--- src/rtl/spi_cmd_sequencer_pkg.sv ---
// Shared types and constants for the spi command sequencer: command record,
// sequencer state encoding and spi memory geometry.
package spi_cmd_sequencer_pkg;

  typedef struct packed {
    logic       wr;
    logic [7:0] addr;
    logic [7:0] wdata;
  } spi_cmd_t;

  typedef enum logic {PARK, BUSY} spi_seq_state_t;

  localparam int         SPI_MEM_DEPTH = 32;
  localparam logic [7:0] PARK_ADDR_DEF = 8'hFF;

endpackage

--- src/rtl/spi_cmd_sequencer_if.sv ---
// Host request/response channel plus the spi command/result wires.
// slave is the sequencer's view; master is the host + spi side.
interface spi_cmd_sequencer_if;
  import spi_cmd_sequencer_pkg::*;

  logic       req_valid;
  logic       req_ready;
  logic       req_wr;
  logic [7:0] req_addr;
  logic [7:0] req_wdata;
  logic       rsp_valid;
  logic       rsp_ready;
  logic [7:0] rsp_rdata;
  logic       rsp_err;
  logic       spi_wr;
  logic [7:0] spi_addr;
  logic [7:0] spi_din;
  logic [7:0] spi_dout;
  logic       spi_err;
  logic       spi_done;

  modport slave (
    input  req_valid, req_wr, req_addr, req_wdata, rsp_ready, spi_dout, spi_err, spi_done,
    output req_ready, rsp_valid, rsp_rdata, rsp_err, spi_wr, spi_addr, spi_din
  );

  modport master (
    output req_valid, req_wr, req_addr, req_wdata, rsp_ready, spi_dout, spi_err, spi_done,
    input  req_ready, rsp_valid, rsp_rdata, rsp_err, spi_wr, spi_addr, spi_din
  );

endinterface

--- src/rtl/spi_cmd_sequencer_fifo.sv ---
// Request FIFO of spi commands with a combinational head; a push is accepted
// while full when a pop happens on the same edge.
module spi_cmd_sequencer_fifo
  import spi_cmd_sequencer_pkg::*;
#(
  parameter int DEPTH = 4
) (
  input  logic     clk_i,
  input  logic     rst_ni,
  input  logic     push_i,
  input  spi_cmd_t push_data_i,
  input  logic     pop_i,
  output spi_cmd_t head_o,
  output logic     full_o,
  output logic     empty_o
);

  localparam int PW = $clog2(DEPTH);

  spi_cmd_t      mem_q [DEPTH];
  logic [PW-1:0] wr_ptr_q;
  logic [PW-1:0] rd_ptr_q;
  logic [PW:0]   count_q;
  logic          do_push;
  logic          do_pop;

  assign full_o  = (count_q == (PW+1)'(DEPTH));
  assign empty_o = (count_q == '0);
  assign head_o  = mem_q[rd_ptr_q];
  assign do_pop  = pop_i && !empty_o;
  assign do_push = push_i && (!full_o || do_pop);

  always_ff @(posedge clk_i) begin
    if (do_push) mem_q[wr_ptr_q] <= push_data_i;
  end

  // Power-of-two depth lets the pointers wrap naturally.
  always_ff @(posedge clk_i or negedge rst_ni) begin
    if (!rst_ni) begin
      wr_ptr_q <= '0;
      rd_ptr_q <= '0;
      count_q  <= '0;
    end else begin
      if (do_push) wr_ptr_q <= wr_ptr_q + 1'b1;
      if (do_pop)  rd_ptr_q <= rd_ptr_q + 1'b1;
      case ({do_push, do_pop})
        2'b10:   count_q <= count_q + 1'b1;
        2'b01:   count_q <= count_q - 1'b1;
        default: count_q <= count_q;
      endcase
    end
  end

endmodule

--- src/rtl/spi_cmd_sequencer.sv ---
// Command front-end for the free-running spi block: queues host requests and
// swaps spi command fields only on spi done boundaries, parking in between.
module spi_cmd_sequencer
  import spi_cmd_sequencer_pkg::*;
#(
  parameter int         FIFO_DEPTH = 4,
  parameter logic [7:0] PARK_ADDR  = PARK_ADDR_DEF,
  parameter int         TIMEOUT    = 255
) (
  input  logic                 clk_i,
  input  logic                 rst_ni,
  spi_cmd_sequencer_if.slave   bus_if,
  output logic                 timeout_o
);

  localparam int       WD_W     = $clog2(TIMEOUT + 1);
  localparam spi_cmd_t PARK_CMD = '{wr: 1'b0, addr: PARK_ADDR, wdata: 8'h00};

  spi_seq_state_t state_q, state_d;
  spi_cmd_t       cmd_q, cmd_d;
  logic           rsp_valid_q, rsp_valid_d;
  logic [7:0]     rsp_rdata_q, rsp_rdata_d;
  logic           rsp_err_q, rsp_err_d;
  logic [WD_W-1:0] wd_q, wd_d;
  logic           timeout_q, timeout_d;

  spi_cmd_t fifo_head;
  spi_cmd_t fifo_push_data;
  logic     fifo_full;
  logic     fifo_empty;
  logic     fifo_push;
  logic     fifo_pop;
  logic     launch_ok;

  assign launch_ok      = !fifo_empty && (!rsp_valid_q || bus_if.rsp_ready);
  assign bus_if.req_ready = !fifo_full || fifo_pop;
  assign fifo_push      = bus_if.req_valid && bus_if.req_ready;
  assign fifo_push_data = '{wr: bus_if.req_wr, addr: bus_if.req_addr, wdata: bus_if.req_wdata};

  spi_cmd_sequencer_fifo #(
    .DEPTH (FIFO_DEPTH)
  ) u_fifo (
    .clk_i       (clk_i),
    .rst_ni      (rst_ni),
    .push_i      (fifo_push),
    .push_data_i (fifo_push_data),
    .pop_i       (fifo_pop),
    .head_o      (fifo_head),
    .full_o      (fifo_full),
    .empty_o     (fifo_empty)
  );

  // Command fields only move on the edge that samples spi_done, so spi sees
  // them stable through its load and operation phases.
  always_comb begin
    state_d     = state_q;
    cmd_d       = cmd_q;
    fifo_pop    = 1'b0;
    rsp_valid_d = rsp_valid_q;
    rsp_rdata_d = rsp_rdata_q;
    rsp_err_d   = rsp_err_q;
    if (rsp_valid_q && bus_if.rsp_ready) rsp_valid_d = 1'b0;
    case (state_q)
      PARK: begin
        if (bus_if.spi_done) begin
          if (launch_ok) begin
            fifo_pop = 1'b1;
            cmd_d    = fifo_head;
            state_d  = BUSY;
          end else begin
            cmd_d = PARK_CMD;
          end
        end
      end
      BUSY: begin
        if (bus_if.spi_done) begin
          rsp_valid_d = 1'b1;
          rsp_rdata_d = cmd_q.wr ? 8'h00 : bus_if.spi_dout;
          rsp_err_d   = bus_if.spi_err;
          cmd_d       = PARK_CMD;
          state_d     = PARK;
        end
      end
      default: begin
        cmd_d   = PARK_CMD;
        state_d = PARK;
      end
    endcase
  end

  always_comb begin
    wd_d      = wd_q;
    timeout_d = timeout_q;
    if (bus_if.spi_done) begin
      wd_d = '0;
    end else if (wd_q != WD_W'(TIMEOUT)) begin
      wd_d = wd_q + 1'b1;
    end
    if (wd_d == WD_W'(TIMEOUT)) timeout_d = 1'b1;
  end

  always_ff @(posedge clk_i or negedge rst_ni) begin
    if (!rst_ni) begin
      state_q     <= PARK;
      cmd_q       <= PARK_CMD;
      rsp_valid_q <= 1'b0;
      rsp_rdata_q <= 8'h00;
      rsp_err_q   <= 1'b0;
      wd_q        <= '0;
      timeout_q   <= 1'b0;
    end else begin
      state_q     <= state_d;
      cmd_q       <= cmd_d;
      rsp_valid_q <= rsp_valid_d;
      rsp_rdata_q <= rsp_rdata_d;
      rsp_err_q   <= rsp_err_d;
      wd_q        <= wd_d;
      timeout_q   <= timeout_d;
    end
  end

  assign bus_if.spi_wr    = cmd_q.wr;
  assign bus_if.spi_addr  = cmd_q.addr;
  assign bus_if.spi_din   = cmd_q.wdata;
  assign bus_if.rsp_valid = rsp_valid_q;
  assign bus_if.rsp_rdata = rsp_rdata_q;
  assign bus_if.rsp_err   = rsp_err_q;
  assign timeout_o        = timeout_q;

endmodule

--- src/flat_wrapper.sv ---
// flat-port wrapper written by rule: the top's interface ports become plain ports
module spi_cmd_sequencer_flat import spi_cmd_sequencer_pkg::*;
#(
  parameter int         FIFO_DEPTH = 4,
  parameter logic [7:0] PARK_ADDR  = PARK_ADDR_DEF,
  parameter int         TIMEOUT    = 255
)
  (clk_i, rst_ni, timeout_o, bus_if_req_valid, bus_if_req_wr, bus_if_req_addr, bus_if_req_wdata, bus_if_rsp_ready, bus_if_spi_dout, bus_if_spi_err, bus_if_spi_done, bus_if_req_ready, bus_if_rsp_valid, bus_if_rsp_rdata, bus_if_rsp_err, bus_if_spi_wr, bus_if_spi_addr, bus_if_spi_din);
  spi_cmd_sequencer_if bus_if_i ();
  input  logic clk_i;
  input  logic rst_ni;
  output logic timeout_o;
  input wire logic [$bits(bus_if_i.req_valid)-1:0] bus_if_req_valid;
  input wire logic [$bits(bus_if_i.req_wr)-1:0] bus_if_req_wr;
  input wire logic [$bits(bus_if_i.req_addr)-1:0] bus_if_req_addr;
  input wire logic [$bits(bus_if_i.req_wdata)-1:0] bus_if_req_wdata;
  input wire logic [$bits(bus_if_i.rsp_ready)-1:0] bus_if_rsp_ready;
  input wire logic [$bits(bus_if_i.spi_dout)-1:0] bus_if_spi_dout;
  input wire logic [$bits(bus_if_i.spi_err)-1:0] bus_if_spi_err;
  input wire logic [$bits(bus_if_i.spi_done)-1:0] bus_if_spi_done;
  output wire logic [$bits(bus_if_i.req_ready)-1:0] bus_if_req_ready;
  output wire logic [$bits(bus_if_i.rsp_valid)-1:0] bus_if_rsp_valid;
  output wire logic [$bits(bus_if_i.rsp_rdata)-1:0] bus_if_rsp_rdata;
  output wire logic [$bits(bus_if_i.rsp_err)-1:0] bus_if_rsp_err;
  output wire logic [$bits(bus_if_i.spi_wr)-1:0] bus_if_spi_wr;
  output wire logic [$bits(bus_if_i.spi_addr)-1:0] bus_if_spi_addr;
  output wire logic [$bits(bus_if_i.spi_din)-1:0] bus_if_spi_din;
  assign bus_if_i.req_valid = bus_if_req_valid;
  assign bus_if_i.req_wr = bus_if_req_wr;
  assign bus_if_i.req_addr = bus_if_req_addr;
  assign bus_if_i.req_wdata = bus_if_req_wdata;
  assign bus_if_i.rsp_ready = bus_if_rsp_ready;
  assign bus_if_i.spi_dout = bus_if_spi_dout;
  assign bus_if_i.spi_err = bus_if_spi_err;
  assign bus_if_i.spi_done = bus_if_spi_done;
  assign bus_if_req_ready = bus_if_i.req_ready;
  assign bus_if_rsp_valid = bus_if_i.rsp_valid;
  assign bus_if_rsp_rdata = bus_if_i.rsp_rdata;
  assign bus_if_rsp_err = bus_if_i.rsp_err;
  assign bus_if_spi_wr = bus_if_i.spi_wr;
  assign bus_if_spi_addr = bus_if_i.spi_addr;
  assign bus_if_spi_din = bus_if_i.spi_din;
  spi_cmd_sequencer #(.FIFO_DEPTH(FIFO_DEPTH), .PARK_ADDR(PARK_ADDR), .TIMEOUT(TIMEOUT)) u_core (.clk_i(clk_i), .rst_ni(rst_ni), .bus_if(bus_if_i), .timeout_o(timeout_o));
endmodule
--- config.mk ---
export PLATFORM = sky130hd
export DESIGN_NAME = spi_cmd_sequencer_flat
export DESIGN_NICKNAME = d
export VERILOG_FILES = /design/src/rtl/spi_cmd_sequencer_pkg.sv /design/src/rtl/spi_cmd_sequencer_if.sv /design/src/rtl/spi_cmd_sequencer_fifo.sv /design/src/rtl/spi_cmd_sequencer.sv /design/src/flat_wrapper.sv
export SDC_FILE = /design/constraint.sdc
export NUM_CORES = 1
export LEC_CHECK = 0
export BUFFER_PORTS_ARGS = -buffer_cell sky130_fd_sc_hd__buf_4
export CAP_MARGIN = 20
export CORE_ASPECT_RATIO = 1.75
export CORE_MARGIN = 3
export CORE_UTILIZATION = 39
export CTS_CLUSTER_DIAMETER = 150
export DETAILED_ROUTE_END_ITERATION = 8
export HOLD_SLACK_MARGIN = 0.15
export SYNTH_ARGS = -nofsm -noshare
export SYNTH_HDL_FRONTEND = slang
export SYNTH_SLANG_ARGS = --single-unit
--- constraint.sdc ---
create_clock -name clk_i -period 4.5 [get_ports clk_i]
set_input_delay 0.675 -clock clk_i [delete_from_list [all_inputs] [get_ports clk_i]]
set_output_delay 0.675 -clock clk_i [all_outputs]
set_load 0.01 [all_outputs]
=== Word-level counts from Yosys, hierarchy flattened ===
Memory sizes are Yosys's and may differ from the RTL's.
Index checks and enable logic that the tools add are counted.

* Register bits after elaboration: 44
* RAM bits: 68
* Bits of input ports: 31
* Output and inout port bits: 29
* Logic and storage cells: 59
* Memories: 1

{| class="wikitable"
|+ Memory list
! memory !! depth !! width !! read ports !! clocked after memory_dff !! write ports !! RTL line !! source
|-
| u_core.u_fifo.mem_q || 4 || 17 || 1 || 0 || 1 || spi_cmd_sequencer_fifo.sv:20 || <nowiki>spi_cmd_t mem_q [DEPTH];</nowiki>
|}

* Add/sub/neg operators: 5
* Equal/unequal tests: 7
* Mux-type cells: 18
* Bitwise operators: 1
* Reduce and logical (&&, ||, !) cells: 15

{| class="wikitable"
|+ Operator list
! kind !! count
|-
| two-way mux 17 bit || 3
|-
| case mux 17 bit (2 select lines) || 1
|-
| two-way mux 8 bit || 3
|-
| two-way mux 1 bit || 9
|-
| adder 8 x 1 -> 8 bit, second input constant || 1
|-
| equality test 8 bit, second input constant || 1
|-
| inequality test 8 bit, second input constant || 1
|-
| case mux 3 bit (2 select lines) || 1
|-
| logical AND 1 bit || 5
|-
| adder 2 x 1 -> 2 bit, second input constant || 2
|-
| inequality test 2 bit, second input constant || 2
|-
| AND reduction 2 bit || 2
|-
| adder 3 x 1 -> 3 bit, second input constant || 1
|-
| equality test 3 bit, second input constant || 1
|-
| logical NOT 1 bit || 3
|-
| logical NOT 3 bit || 1
|-
| logical OR 1 bit || 3
|-
| subtractor 3 x 1 -> 3 bit, second input constant || 1
|-
| equality test 2 x 1 -> 1 bit, second input constant || 1
|-
| equality test 2 bit, second input constant || 1
|-
| case mux 1 bit (2 select lines) || 1
|-
| nonzero test 2 bit || 1
|-
| inverter 1 bit || 1
|}

=== Longest topological paths before layout ===
Gate-level depths: netlist of run 1.

* Depth in word-level cells: 11
* Gate-level depth with buffers: 11
* Depth with buffers taken out: 10

=== By module ===
From an unflattened synthesis of run 1, not the netlist that was laid out.

* Cell total of the unflattened synthesis: 283
* Area, all modules: 4,515.6 um^2

{| class="wikitable"
|+ Modules (own cells, without submodules)
! module !! instances !! cells each !! area an instance (um^2) !! sequential area each (um^2)
|-
| spi_cmd_sequencer_fifo || 1 || 127 || 2,887.8 || 2,217.1
|-
| spi_cmd_sequencer || 1 || 156 || 1,627.8 || 935.9
|}

=== Worst setup path after synthesis of run 1 ===
OpenSTA, ideal clock, no wires.

* Path kind: input to register
* Start: input bus_if_spi_done
* End: register u_core.u_fifo.count_q[2]
* Library setup time: 0.079 ns
* Arrival: 2.692 ns
* Data required time: 4.421 ns
* Setup slack: 1.729 ns
* Cell stages on the path: 11
* Buffers on the path: 1
* Path through: clkbuf_2 > nor2b_1 > a2111o_1 > and2_1 > inv_1 > ha_1 > inv_1 > fa_1 > xor2_1 > nor2_1 > xor2_1

* Longest elaborated chain between the ends: 7
* Elaborated cells on any way between the ends: 11
* Those cells by class: eq/ne: 2; mux: 3; reduce/logical: 6

{| class="wikitable"
|+ RTL lines
! what !! RTL line !! source
|-
| from (decl) || flat_wrapper.sv:20 || <nowiki>input wire logic [$bits(bus_if_i.spi_done)-1:0] bus_if_spi_done;</nowiki>
|-
| two-way mux 1 bit * || spi_cmd_sequencer.sv:65 || <nowiki>if (bus_if.spi_done) begin</nowiki>
|-
| two-way mux 1 bit * || spi_cmd_sequencer.sv:63 || <nowiki>case (state_q)</nowiki>
|-
| logical OR 1 bit * || spi_cmd_sequencer.sv:36 || <nowiki>assign bus_if.req_ready = !fifo_full || fifo_pop;</nowiki>
|-
| net bus_if_req_ready || flat_wrapper.sv:21 || <nowiki>output wire logic [$bits(bus_if_i.req_ready)-1:0] bus_if_req_ready;</nowiki>
|-
| logical AND 1 bit * || spi_cmd_sequencer.sv:37 || <nowiki>assign fifo_push = bus_if.req_valid && bus_if.req_ready;</nowiki>
|-
| logical AND 1 bit * || spi_cmd_sequencer_fifo.sv:31 || <nowiki>assign do_push = push_i && (!full_o || do_pop);</nowiki>
|-
| equality test 2 x 1 -> 1 bit / equality test 2 bit (equally long branches) || spi_cmd_sequencer_fifo.sv:46 || <nowiki>case ({do_push, do_pop})</nowiki>
|-
| case mux 3 bit (2 select lines) / nonzero test 2 bit (equally long branches) || -- ||
|-
| to (signal assigned) || spi_cmd_sequencer_fifo.sv:47 || <nowiki>2'b10: count_q <= count_q + 1'b1;</nowiki>
|-
| to (signal assigned) || spi_cmd_sequencer_fifo.sv:48 || <nowiki>2'b01: count_q <= count_q - 1'b1;</nowiki>
|-
| to (signal assigned) || spi_cmd_sequencer_fifo.sv:49 || <nowiki>default: count_q <= count_q;</nowiki>
|-
| to (decl) || spi_cmd_sequencer_fifo.sv:23 || <nowiki>logic [PW:0] count_q;</nowiki>
|}

Mark *: on every way through the listed nets, which the timed path passes. The rest lies on a longest branch.
A chain may end at the register's enable or synchronous reset.

=== Worst setup path after layout of run 1 ===
* Start: input bus_if_spi_done
* End: register u_core.u_fifo.count_q[2]

* Longest elaborated chain between the ends: 7
* Elaborated cells on any way between the ends: 11
* Those cells by class: eq/ne: 2; mux: 3; reduce/logical: 6

{| class="wikitable"
|+ RTL lines
! what !! RTL line
|-
| two-way mux 1 bit * || spi_cmd_sequencer.sv:65
|-
| two-way mux 1 bit * || spi_cmd_sequencer.sv:63
|-
| logical OR 1 bit / logical AND 1 bit (equally long branches) || spi_cmd_sequencer.sv:36, spi_cmd_sequencer_fifo.sv:30
|-
| logical AND 1 bit / logical OR 1 bit (equally long branches) || spi_cmd_sequencer.sv:37, spi_cmd_sequencer_fifo.sv:31
|-
| logical AND 1 bit || spi_cmd_sequencer_fifo.sv:31
|-
| equality test 2 x 1 -> 1 bit / equality test 2 bit (equally long branches) || spi_cmd_sequencer_fifo.sv:46
|-
| case mux 3 bit (2 select lines) / nonzero test 2 bit (equally long branches) || --
|}

Every way passes the cells marked *; elsewhere a longest branch is shown, timed or not.

==> results of run 1 <==
## routing by layer
metal,vias up,track usage,part of all wire
met3,9,0.0277,0.035
li1,1115,-,-
met5,-,0,0
met1,1210,0.159,0.37
met2,38,0.252,0.58
met4,0,0.0562,0.015
## stage by stage
| step | cells | hold WS, ns | cell area (µm²) |
|---|---|---|---|
| 2_1_floorplan | 261 | 0.379 | 4390 |
| 3_3_place_gp | 442 | 0.468 | 4960 |
| 3_5_place_dp | 442 | 0.476 | 4960 |
| 4_1_cts | 458 | 0.341 | 5290 |
| 5_1_grt | 458 | 0.361 | 5290 |
| 6_report | 458 | 0.316 | 5290 |
## registers in the layout (all words and copies together) (netlist names)
name                     cells
u_core.u_fifo.mem_q         68
u_core.bus_if.rsp_rdata      8
u_core.bus_if.spi_addr       8
u_core.bus_if.spi_din        8
u_core.wd_q                  8
u_core.u_fifo.count_q        3
u_core.u_fifo.rd_ptr_q       2
u_core.u_fifo.wr_ptr_q       2
u_core.bus_if.rsp_err        1
u_core.bus_if.rsp_valid      1
u_core.bus_if.spi_wr         1
u_core.state_q               1
u_core.timeout_o             1
## worst max-delay path, cell delays in order
cell	delay, ns
buf_4	0.19
nor2b_1	0.23
nand3_2	0.23
inv_1	0.41
ha_1	0.27
inv_1	0.06
fa_1	0.37
xor2_1	0.15
nor2_1	0.11
xor2_1	0.14
## path summary, 6_finish.rpt
kind | from | end | slack, ns | depth (start not counted)
min | rst_ni | u_core.wd_q[6] | 0.32 | 1
min in group clk_i | u_core.timeout_o | u_core.timeout_o | 0.48 | 2
max in group asynchronous | rst_ni | u_core.bus_if.rsp_rdata[5] | 3.79 | 1
max reg2reg | u_core.state_q | u_core.u_fifo.count_q[2] | 2.12 | 9
min reg2reg | u_core.timeout_o | u_core.timeout_o | 0.48 | 2
max | bus_if_spi_done | u_core.u_fifo.count_q[2] | 1.94 | 10
## cell usage after synthesis, drive strengths merged, types with 2 or more instances
| cell | instances | area [µm²] |
|---|---|---|
| a2111o | 2 | 22.5 |
| a21oi | 3 | 18.8 |
| a22o | 9 | 78.8 |
| a31oi | 2 | 12.5 |
| and3 | 5 | 31.3 |
| buf | 4 | 22.5 |
| clkbuf | 5 | 20.0 |
| dfrtp | 36 | 901 |
| dfstp | 8 | 210 |
| edfxtp | 68 | 2040 |
| ha | 6 | 75.1 |
| inv | 15 | 56.3 |
| mux2i | 2 | 20.0 |
| mux4 | 17 | 383 |
| nand2 | 23 | 86.3 |
| nand2b | 2 | 12.5 |
| nand3 | 4 | 25.0 |
| nor2 | 6 | 22.5 |
| nor2b | 2 | 12.5 |
| o21ai | 11 | 55.1 |
| o22a | 8 | 70.1 |
| or3 | 2 | 17.5 |
| xnor2 | 5 | 43.8 |
| xor2 | 3 | 26.3 |
## cell families (layout without fill, tap and decap cells)
logic type	Yosys count	count (layout)
AO/OA/AOI/OAI	41	41
AND/OR/NAND/NOR	49	49
XOR/XNOR	8	8
adder cells (fa/ha/maj)	7	7
buffers and inverters	24	91
flip-flops	112	112
multiplexers	20	20
## power by group through the flow
stage | clock network (µW) | logic, µW | registers (µW)
after CTS | 871 | 892 | 1530
after floorplan | 0 | 558 | 1530
after global routing | 913 | 957 | 1550
after global placement | 0 | 874 | 1540
final | 844 | 861 | 1520
after detailed placement | 0 | 891 | 1550
## final cells by class
cell class | count | area (µm²) | area share
clock buffers | 10 | 229 | 0.0433
multi-input cells | 125 | 1140 | 0.216
inverters | 15 | 56.3 | 0.0107
clock inverters | 6 | 91.3 | 0.0173
flip-flops and latches | 112 | 3150 | 0.597
repair buffers | 60 | 450 | 0.0852
well taps | 130 | 163 | 0.0308
==> results.md, run 1 <==
- Status: complete, no violations
- Synth async-reset ratio: 0.393
- Net count after synthesis: 299
- Global Route Usage Sum: 0.140
- Overflow after GRT: 0
- Filler instances: 935
- Minimum clock period after layout: 2.56 ns
- Final Worst Setup Slack: 1.94 ns
- Arrival time at the worst endpoint: 2.82 ns
- Max_cap viols: 0
- Final ANT Viol Nets: 0
- # clock sinks: 112
- Commonest non-fill, non-tap cell in the layout: edfxtp_1
- Largest net degree at the start of global routing: 45
- Synth warn: 0
- FMAX: 0.391 GHz
- Proportion of layout cells with a drive suffix above 1: 0.326
- Fin util: 0.488
- Final Max Slew Viols: 0
- HP Class: primary input to asynchronous set/reset pin
- FF+latch count, synth: 112
- XOR/XNOR Fraction of Synth Area: 0.0159
- CTS H-Tree Depth: 3
- Final Cycle Share: 0.568
- # hold bufs at CTS: 0
- DRT Pass-1 Iters: 4
- WL per Instance: 17.9 µm
- CTS tree: done
- Final setup violation count: 0
- Top FF cell, synth: edfxtp_1
- Total Nets Final: 361
- Mapped Cells: 261
- Post-synthesis instance area: 0.00439 mm²
- Worst slew pin tran: 0.939 ns
- Post-synthesis sequential area ratio: 0.718
- Pint: 2310 µW
- Clock-pin transition on the worst setup and hold timing paths: 0.07 ns
- Sequential share of power: 0.472
- Root Driver: clkbuf_16
- Final Hold Violating Endpoints: 0
- Pwr dens: 611 mW/mm²
- DP HPWL: 5570 µm
- Most frequent cells in the layout: 68 x edfxtp_1, 60 x buf_4, 36 x dfrtp_1
- DIE AREA: 0.0126 mm²
- RSZ-0062 raised after global routing: no
- Final Power: 3230 µW
- Clock Skew: 0.00633 ns
- Remaining DRCs: 0
- Initial cell density of the core: 0.406
- Clock power share: 0.261
- Synth Area in Simple Gates: 0.0564
- Clk buf depth: 2
- Logic pwr share: 0.267
- Height of the die: 146 µm
- Critical path fanouts, max: 17
- Crit start category: primary input
- Vias per inst: 5.18
- Crit end category: flip-flop
- Via Count: 2372
- Avg Cell Area, Syn: 16.8 µm²
- TNS Setup: 0 ns
- # rows: 50
- Setup WS pre-CTS: 1.52 ns
- WS Path Type: primary input to flip-flop
- Post-cts repair resize count: 0
- # diodes: 0
- WL final: 8180 µm
- Slew margin rel.: 0.374
- I/O pins: 60
- Maximum vdd drop: 0.000312 V
- Main combinational cell family by area after synthesis: multiplexers
- Adder-cell share of the synthesized area: 0.0216
- Post-synth EDFFs: 68
- Core region area: 0.0108 mm²
- Num CTS Buffers: 9
- Global-route wire length before repair: 13300 µm
- Post-synthesis mux area share: 0.0942
- Vias in the first global route: 2579
- RD Place Congestion: 0.703
- Compound-Gate Fraction of Synth Area: 0.0718
- Net Sw Frac: 0.283
- P_sw: 914 µW
- Netlist cell types: 43
- Initial antenna violation count: 0
- Clock latency on the worst-skew pair: 0.34 ns
- Layout area overhead: 20.3%
- Initial DRC Count: 99
- Post-CTS Setup Repair Bufs: 0
- Leakage: 0.00211 µW
- CP required: 4.77 ns
- IO Port Bufs: 59
- Die width: 86.2 µm
No activity file was read; power rests on OpenSTA's default activity.
==> run 2, diff against run 1 <==
- clock period: 4.5 -> 2.5 ns (I/O delays scaled with it)
==> run 2 against run 1 <==
Compared with the run above: sequential share of layout area is 0.52 points lower; register-to-register slack worse by 1.8 ns; global-route usage is 0.74 points higher; critical endpoint unchanged; hold slack worse by 0.092 ns; first-iteration DRC count is 30% lower; final cell count is 2.0% higher; die area stayed put; via count is 1.2% higher; highest routed layer unchanged; design area is 0.88% higher.
==> results.md, run 2 (synthesis results as in run 1) <==
- Final setup violation count: 0 (unchanged)
- Final Max Slew Viols: 0 (unchanged)
- Layout area overhead: 21.3% (was 20.3%)
- Post-CTS Setup Repair Bufs: 0 (unchanged)
- CTS tree: done (unchanged)
- TNS Setup: 0 ns (unchanged)
- Clock Skew: 0.00855 ns (was 0.00633 ns)
- Overflow after GRT: 0 (unchanged)
- FMAX: 0.452 GHz
- RD Place Congestion: 0.765 (was 0.703)
- Crit end category: flip-flop (unchanged)
- Maximum vdd drop: 0.000483 V (was 0.000312 V)
- Via Count: 2400 (was 2372)
- Most frequent cells in the layout: 68 x buf_4, 68 x edfxtp_1, 36 x dfrtp_1 (was 68 x edfxtp_1, 60 x buf_4, 36 x dfrtp_1)
- Largest net degree at the start of global routing: 45 (unchanged)
- Minimum hold slack: 0.225 ns (was 0.316 ns)
- Critical path's largest stage delay: 0.43 ns (was 0.41 ns)
- Final ANT Viol Nets: 0 (unchanged)
- Core region area: 0.0108 mm² (unchanged)
- DP HPWL: 5640 µm (was 5570 µm)
- Max reg flops: 68 (unchanged)
- Worst slew pin tran: 0.940 ns (was 0.939 ns)
- Minimum clock period after layout: 2.21 ns
- Die width: 86.2 µm (unchanged)
- Height of the die: 146 µm (unchanged)
- WL per Instance: 17.8 µm (was 17.9 µm)
- Clock power share: 0.249 (was 0.261)
- Max_cap viols: 0 (unchanged)
- # diodes: 0 (unchanged)
- Net Sw Frac: 0.288 (was 0.283)
- Sequential share of power: 0.471 (was 0.472)
- Global-route wire length before repair: 13900 µm (was 13300 µm)
- Vias per inst: 5.14 (was 5.18)
- HP Class: primary input to flip-flop (was primary input to asynchronous set/reset pin)
- Worst path cell trace: nor2b_1 -> a2111o_1 -> and2_1 -> inv_1 -> ha_1 -> inv_1 -> fa_1 -> xor2_1 -> nor2_1 -> xor2_1 (was buf_4 -> nor2b_1 -> nand3_2 -> inv_1 -> ha_1 -> inv_1 -> fa_1 -> xor2_1 -> nor2_1 -> xor2_1)
- I/O pins: 60 (unchanged)
- # rows: 50 (unchanged)
- Leakage: 0.00214 µW (was 0.00211 µW)
- Critical path fanouts, max: 3 (was 17)
- Crit start category: flip-flop (was primary input)
- DIE AREA: 0.0126 mm² (unchanged)
- Final Hold Violating Endpoints: 0 (unchanged)
- IO Port Bufs: 59 (unchanged)
- Proportion of layout cells with a drive suffix above 1: 0.338 (was 0.326)
- Remaining DRCs: 0 (unchanged)
- Status: complete, no violations (unchanged)
- Initial antenna violation count: 0 (unchanged)
- Arrival time at the worst endpoint: 2.49 ns (was 2.82 ns)
- Pint: 4110 µW (was 2310 µW)
- Clock-pin transition on the worst setup and hold timing paths: 0.07 ns (about the same)
- Total Nets Final: 370 (was 361)
- Global Route Usage Sum: 0.147 (was 0.140)
- Initial DRC Count: 69 (was 99)
- P_sw: 1660 µW (was 914 µW)
- # clock sinks: 112 (unchanged)
- Initial cell density of the core: 0.406 (unchanged)
- RSZ-0062 raised after global routing: no (unchanged)
- Slew margin rel.: 0.373 (was 0.374)
- CP required: 2.78 ns (was 4.77 ns)
- Pwr dens: 1080 mW/mm² (was 611 mW/mm²)
- CTS H-Tree Depth: 3 (unchanged)
- Clk buf depth: 2 (unchanged)
- Flop2flop setup slack: 0.29 ns (was 2.12 ns)
- Vias in the first global route: 2579 (unchanged)
- Clock latency on the worst-skew pair: 0.35 ns (was 0.34 ns)
- Critical path's slowest cell: a2111o_1 (was inv_1)
- WL final: 8300 µm (was 8180 µm)
- DRT Pass-1 Iters: 4 (unchanged)
- Num CTS Buffers: 9 (unchanged)
- Reg with most FFs: u_core.u_fifo.mem_q (unchanged)
- Root Driver: clkbuf_16 (unchanged)
- Logic pwr share: 0.280 (was 0.267)
- Final Cycle Share: 0.884
- WS Path Type: flip-flop to flip-flop (was primary input to flip-flop)
## run 2: what timing repair did
item,CTS,global route
endpoints found under the hold margin,36,0
gates resized for setup,0,0
hold buffers,1,0
## run 2: through the flow
step | setup slack [ns] | total power [µW] | cell area [µm²] | instances | util
final | 0.289 | 5770 | 5330 | 467 | 0.493
after global routing | 0.0998 | 6150 | 5330 | 467 | 0.493
after CTS | 0.268 | 5880 | 5330 | 467 | 0.493
after detailed placement | 0.0585 | 4440 | 5020 | 450 | 0.464
after global placement | 0.118 | 4380 | 5020 | 450 | 0.464
after floorplan | 0.0289 | 3750 | 4390 | 261 | -
## run 2: area by class of cell
class                      count  area (µm²)
clock buffer                  10         229
inverter                      15        56.3
timing repair buffer          69         520
multi-input combinational    125        1140
fill                         958        5490
clock inverter                 6        67.6
sequential                   112        3150
tap                          130         163
## run 2: power by group through the flow
| stage | sequential [µW] | clock (µW) | combinational [µW] |
|---|---|---|---|
| 6_report | 2720 | 1440 | 1620 |
| 5_1_grt | 2780 | 1580 | 1800 |
| 4_1_cts | 2730 | 1470 | 1670 |
| 3_5_place_dp | 2770 | 0 | 1670 |
| 3_3_place_gp | 2750 | 0 | 1630 |
| 2_1_floorplan | 2750 | 0 | 1000 |
## run 2: routing by layer
metal,up-vias,GRT usage,part of all wire
li1,1127,-,-
met1,1216,0.169,0.37
met2,45,0.259,0.57
met3,12,0.0367,0.039
met4,0,0.0577,0.021
met5,-,0,0
## run 2: worst paths after layout
check	startpoint	to	cells after the start
max	u_core.state_q	u_core.u_fifo.count_q[2]	10
min	bus_if_req_wdata[5]	u_core.u_fifo.mem_q[3][5]	1
max reg2reg	u_core.state_q	u_core.u_fifo.count_q[2]	10
min reg2reg	u_core.timeout_o	u_core.timeout_o	2
max in group asynchronous	rst_ni	u_core.bus_if.spi_din[7]	2
min in group asynchronous	rst_ni	u_core.timeout_o	2
## run 2: worst max-delay path: cells and delay by family, from the launching register on
kind / cells / cell delay (ns)
adders and majority gates: 2 / 0.54
AOI/OAI and AO/OA: 1 / 0.43
and+or+nand+nor: 3 / 0.39
DFF: 1 / 0.37
xor gates and xnor gates: 2 / 0.30
buffers and inverters: 2 / 0.12
